<file path="src/rtl/irq_pending_arbiter.sv">
// irq_pending_arbiter: latches rising edges of request lines into maskable pending
// bits, then offers the highest-index unmasked pending bit as a binary code on a
// valid/ready handshake. The accepted bit's pending flag is cleared on the accept.
//
// Ports:
//   clk_i        rising-edge clock
//   rst_i        synchronous active-high reset
//   req_i        raw request lines (rising-edge sensitive)
//   mask_i       1 = line blocked from selection (still latched as pending)
//   clr_all_i    synchronous flush of all pending bits and of the offer
//   out_valid_o  out_code_o is valid
//   out_ready_i  consumer accepts when out_valid_o & out_ready_i
//   out_code_o   index of the granted line
//   pending_o    registered pending bits
//   any_o        |pending_o
//   overflow_o   1-cycle pulse: a rise hit a bit that was already pending
//
// Latency: req rise to out_valid_o is 2 cycles (4 with IRQ_SYNC_EN).
// Backpressure: while out_ready_i is low the offered code is frozen.
// Optional feature: define IRQ_SYNC_EN to pass req_i through a 2-flop
// synchronizer before edge detection (for requests asynchronous to clk_i).

module irq_pending_arbiter #(
  parameter int N      = 4,
  parameter int CODE_W = 2
) (
  input  logic              clk_i,
  input  logic              rst_i,
  input  logic [N-1:0]      req_i,
  input  logic [N-1:0]      mask_i,
  input  logic              clr_all_i,
  output logic              out_valid_o,
  input  logic              out_ready_i,
  output logic [CODE_W-1:0] out_code_o,
  output logic [N-1:0]      pending_o,
  output logic              any_o,
  output logic              overflow_o
);

  generate
    if (CODE_W != $clog2(N)) begin : g_bad_cfg
      $error("irq_pending_arbiter: CODE_W must equal $clog2(N)");
    end
  endgenerate

  typedef enum logic {
    IDLE  = 1'b0,
    OFFER = 1'b1
  } state_t;

  state_t              state_q;
  logic [CODE_W-1:0]   out_code_q;
  logic [N-1:0]        pending_q, pending_d;
  logic [N-1:0]        req_q;
  logic                overflow_q, overflow_d;

  logic [N-1:0]        req_s;
  logic [N-1:0]        rise;
  logic                acc;
  logic [N-1:0]        clr_vec;
  logic [N-1:0]        cand;
  logic                cand_any;
  logic [CODE_W-1:0]   sel;

  // ---------------------------------------------------------------------------
  // Optional input synchronizer
  // ---------------------------------------------------------------------------
`ifdef IRQ_SYNC_EN
  logic [N-1:0] sync1_q, sync2_q;

  always_ff @(posedge clk_i) begin
    if (rst_i) begin
      sync1_q <= '0;
      sync2_q <= '0;
    end else begin
      sync1_q <= req_i;
      sync2_q <= sync1_q;
    end
  end

  assign req_s = sync2_q;
`else
  assign req_s = req_i;
`endif

  // ---------------------------------------------------------------------------
  // Edge detect, handshake and candidate selection
  // ---------------------------------------------------------------------------
  assign rise = req_s & ~req_q;
  assign acc  = (state_q == OFFER) & out_ready_i;

  always_comb begin
    clr_vec = '0;
    if (acc) clr_vec[out_code_q] = 1'b1;
  end

  // The bit being accepted this cycle is excluded so a back-to-back reload
  // never re-offers the code that is just leaving.
  assign cand     = pending_q & ~mask_i & ~clr_vec;
  assign cand_any = |cand;

  // Ascending scan: the last hit is the highest set index.
  always_comb begin
    sel = '0;
    for (int i = 0; i < N; i++) begin
      if (cand[i]) sel = CODE_W'(i);
    end
  end

  // ---------------------------------------------------------------------------
  // Pending bits and overflow
  // ---------------------------------------------------------------------------
  always_comb begin
    pending_d  = (pending_q & ~clr_vec) | rise;
    overflow_d = |(rise & pending_q & ~clr_vec);
    if (clr_all_i) begin
      pending_d  = '0;
      overflow_d = 1'b0;
    end
  end

  always_ff @(posedge clk_i) begin
    if (rst_i) begin
      pending_q  <= '0;
      req_q      <= '0;
      overflow_q <= 1'b0;
    end else begin
      pending_q  <= pending_d;
      req_q      <= req_s;      // tracks even during clr_all so the rise is consumed
      overflow_q <= overflow_d;
    end
  end

  // ---------------------------------------------------------------------------
  // Offer FSM
  // ---------------------------------------------------------------------------
  always_ff @(posedge clk_i) begin
    if (rst_i) begin
      state_q    <= IDLE;
      out_code_q <= '0;
    end else if (clr_all_i) begin
      state_q    <= IDLE;
    end else begin
      case (state_q)
        IDLE: begin
          if (cand_any) begin
            state_q    <= OFFER;
            out_code_q <= sel;
          end
        end
        OFFER: begin
          // Without ready the code stays frozen regardless of new arrivals.
          if (out_ready_i) begin
            if (cand_any) out_code_q <= sel;
            else          state_q    <= IDLE;
          end
        end
        default: state_q <= IDLE;
      endcase
    end
  end

  assign out_valid_o = (state_q == OFFER);
  assign out_code_o  = out_code_q;
  assign pending_o   = pending_q;
  assign any_o       = |pending_q;
  assign overflow_o  = overflow_q;

endmodule

</file>
<file path="config.mk">
export PLATFORM = sky130hd
export DESIGN_NAME = irq_pending_arbiter
export DESIGN_NICKNAME = d
export VERILOG_FILES = /design/src/rtl/irq_pending_arbiter.sv
export SDC_FILE = /design/constraint.sdc
export NUM_CORES = 1
export LEC_CHECK = 0
export BUFFER_PORTS_ARGS = -buffer_cell sky130_fd_sc_hd__buf_2
export CAP_MARGIN = 20
export CORE_MARGIN = 4
export CORE_UTILIZATION = 40
export CTS_CLUSTER_DIAMETER = 120
export CTS_CLUSTER_SIZE = 12
export DETAILED_ROUTE_END_ITERATION = 6
export GPL_TIMING_DRIVEN = 0
export PLACE_DENSITY = 0.71
export SLEW_MARGIN = 20
export SYNTH_ARGS = -nofsm -noshare
export SYNTH_HDL_FRONTEND = slang
export SYNTH_SLANG_ARGS = --single-unit
export TNS_END_PERCENT = 10
</file>
<file path="constraint.sdc">
create_clock -name clk_i -period 1.3 [get_ports clk_i]
set_clock_uncertainty 0.05 [all_clocks]
set_input_delay 0.195 -clock clk_i [delete_from_list [all_inputs] [get_ports clk_i]]
set_output_delay 0.195 -clock clk_i [all_outputs]
set_load 0.05 [all_outputs]
</file>
==> impl_results.md <==
- Worst skew pair latency: 0.26 ns
- Reg-to-Reg Start: pending_o[0]
- Fin worst setup slack: -0.228 ns
- Htree depth: 1
- Syn Nets: ~70
- Cell count after synthesis: 56
- Wire per inst: around 11 um
- Startpoint Class: flop
- Post-Place Cell Area: 679 um^2
- Slew headroom: 80.0%
- Maxcap violations: 0
- P_leak: 0.000341 uW
- Min Tclk post-route: 1.53 ns
- Status: finished with violations
- Cell Area, Synth: 541 um^2
- Period utilization: 118%
- Initial Util: a little under half
- Fmax: 654 MHz
- RR Endpoint: out_code_o[0]
- Post-Syn Area per Cell: 9.65 um^2
- Crit path DAT: roughly 1.3 ns
- Grt ovf: 0
- Final hold violation count: 0
- FP Rows: 12
- Post-route ant nets: 0
- NetSw: roughly 210 uW
- Die height: 44.8 um
- Clock Power Share: 34.1%
- Sink Count: 12
- Failing checks: setup timing
- Yosys cell types: 24
- Hold Buf Count CTS: 0
- Smallest hold slack: 0.101 ns
- Crit. End Element: output pin
- Worst hold path class: in -> reg
- Logic gate share of total power: a little under a fifth
- Drt first pass iters: 4
- Layout Cell Area excl Fill: 746 um^2
- DRC viols: 0
- Drt via density: 5.02
- CP Class: reg -> out
- Final Wtd Congestion: 0.699
- Root Buffer: clkbuf_4
- Routed wire length: 1080 um
- Width of the chip: 44.8 um
- Reg-to-reg slack, setup: -0.14 ns
- Worst EP required: 1.05 ns
- Pint: 614 uW
- Crit path from: pending_o[3]
- Vias in the first global route: 431
- Ports: 21
- Total Die Area: between 2000 and 2500 um^2
- Power Density: 1110 nW/um^2
- Worst IR Drop VDD: around 0.0007 V
- Detail Placement HPWL: 867 um
- First-pass GRT wire length: between 1500 and 2000 um
- I/O Buffers: 20
- RSZ-0062 raised after global routing: true
- Sw Share: between 20% and 30%
- Total power: 829 uW
- Share of cells above drive strength 1: 51.2%
- Setup_tns: -0.365 ns
- Worst reg2reg path depth: 6
- Yosys warning count: 0
- Worst slack at placement: -0.0875 ns
- Flops & latches, synth: 12
- DRT iter0 DRCs: 7
- Core area: 1190 um^2
- Seq/Total Area, Yosys: 44.4%
- Slew Viols, Final: 0
- Largest net degree at the start of global routing: 8
- Layout fillers: 100
- Crit path max fanout: 2
- Initial antenna violation count: 0
- Gr usage total: between 10% and 20%
- TritonCTS Buffers: 3
- Vias: 482
- Worst slew pin tran: 0.299 ns
- Clk buf depth: 2
- Nets: 95
- Worst setup path end: any_o
- ANT cells: 0
- Seq pwr share: 46.8%
- Area grow syn2layout: 38.0%
- Count of final setup violators: 2
- CTS tree: yes
- Clock transition at the registers of the reported paths: 0.07 ns
critical path: stages, from the launching register on:
cell	delay, ns
dfxtp_2	0.32
or4_4	0.53
buf_8	0.17
layout make-up:
| type | instances | area [um^2] | area share [%] |
|---|---|---|---|
| buffer | 1 | 3.75 | 0.503 |
| clock buffer | 4 | 36.3 | 4.87 |
| multi-input combinational | 42 | 302 | 40.4 |
| sequential | 12 | 258 | 34.6 |
| timing repair buffer | 22 | 125 | 16.8 |
| inverter | 1 | 3.75 | 0.503 |
| tap | 14 | 17.5 | 2.35 |
per-stage QoR:
step / utilization (%) / instances
finish: 62.9 / 96
global route: 62.9 / 96
CTS: 62.4 / 96
detailed placement: 57.3 / 90
global placement: 57.3 / 90
floorplan: - / 56
cells by family after synthesis:
| kind of cell | Yosys count | synth area share [%] |
|---|---|---|
| AND/OR/NAND/NOR | 29 | 33.6 |
| buffers and inverters | 2 | 1.39 |
| multiplexers | 1 | 1.85 |
| AO/OA/AOI/OAI | 12 | 18.8 |
| flip-flops | 12 | 44.4 |
cells in the mapped netlist:
cell type	count	area [um^2]
dfxtp_1	12	240
nor2_1	6	22.5
a21oi_1	5	25.0
nand2b_1	5	31.3
nor2b_1	5	31.3
nand2_1	3	11.3
and2b_2	2	17.5
o22ai_1	2	12.5
a22oi_1	1	7.51
a32o_2	1	11.3
and4b_2	1	11.3
clkbuf_1	1	3.75
inv_1	1	3.75
mux2i_1	1	10.0
nand4_1	1	6.26
nand4b_1	1	8.76
nand4bb_1	1	11.3
o21ai_2	1	8.76
o2bb2ai_4	1	27.5
o32ai_1	1	8.76
or2_2	1	6.26
or2b_1	1	7.51
or2b_2	1	8.76
or4_1	1	7.51
layout by cell type, fill, tap and decap left out, drive strengths merged:
cell type  synthesis  routed
a22oi              1       1
a21oi              5       5
or4                1       1
and4b              1       1
nand4b             1       1
o2bb2ai            1       1
inv                1       1
nand2b             5       5
o21ai              1       1
nor2               6       6
or2                1       1
nand2              3       3
nand4bb            1       1
or2b               2       2
nand4              1       1
and2b              2       2
buf                0      22
nor2b              5       5
o32ai              1       1
clkbuf             1       5
mux2i              1       1
o22ai              2       2
dfxtp             12      12
a32o               1       1
worst min-delay path by stage:
stage / start / to / slack, ns / cells after the start
after detailed placement: req_i[1] / req_q[1] / 0.38 / 2
final: req_i[1] / req_q[1] / 0.10 / 2
after global placement: req_i[3] / req_q[3] / 0.37 / 2
after CTS: req_i[1] / req_q[1] / 0.1 / 2
after global routing: req_i[1] / req_q[1] / 0.11 / 2
after floorplan: rst_i / out_code_o[0] / 0.21 / 1
flip-flops by register name (all words and copies together), names as in the netlist:
| register | flops |
|---|---|
| out_code_o | 2 |
| out_valid_o | 1 |
| overflow_o | 1 |
| pending_o | 4 |
| req_q | 4 |
timing repair:
item / in CTS / in global routing
setup buffers: 2 / 0
setup endpoints to repair: 3 / 3
pin swaps: 0 / 0
gates resized for setup: 3 / 1
power groups by stage:
stage	registers, uW	logic [uW]	clock network [uW]
after floorplan	429	68.1	0
after global placement	397	141	0
after detailed placement	397	142	0
after CTS	387	157	296
after global routing	391	168	313
final	388	158	283
per-layer routing:
metal	global-route usage (%)	share of wire, %	vias up
met3	3.98	6.9	2
met4	7.23	1.3	0
met1	13.9	46	214
met2	18.9	45	13
met5	0	0	-
li1	-	-	253
Note: power is estimated with default switching activity, not from simulation.
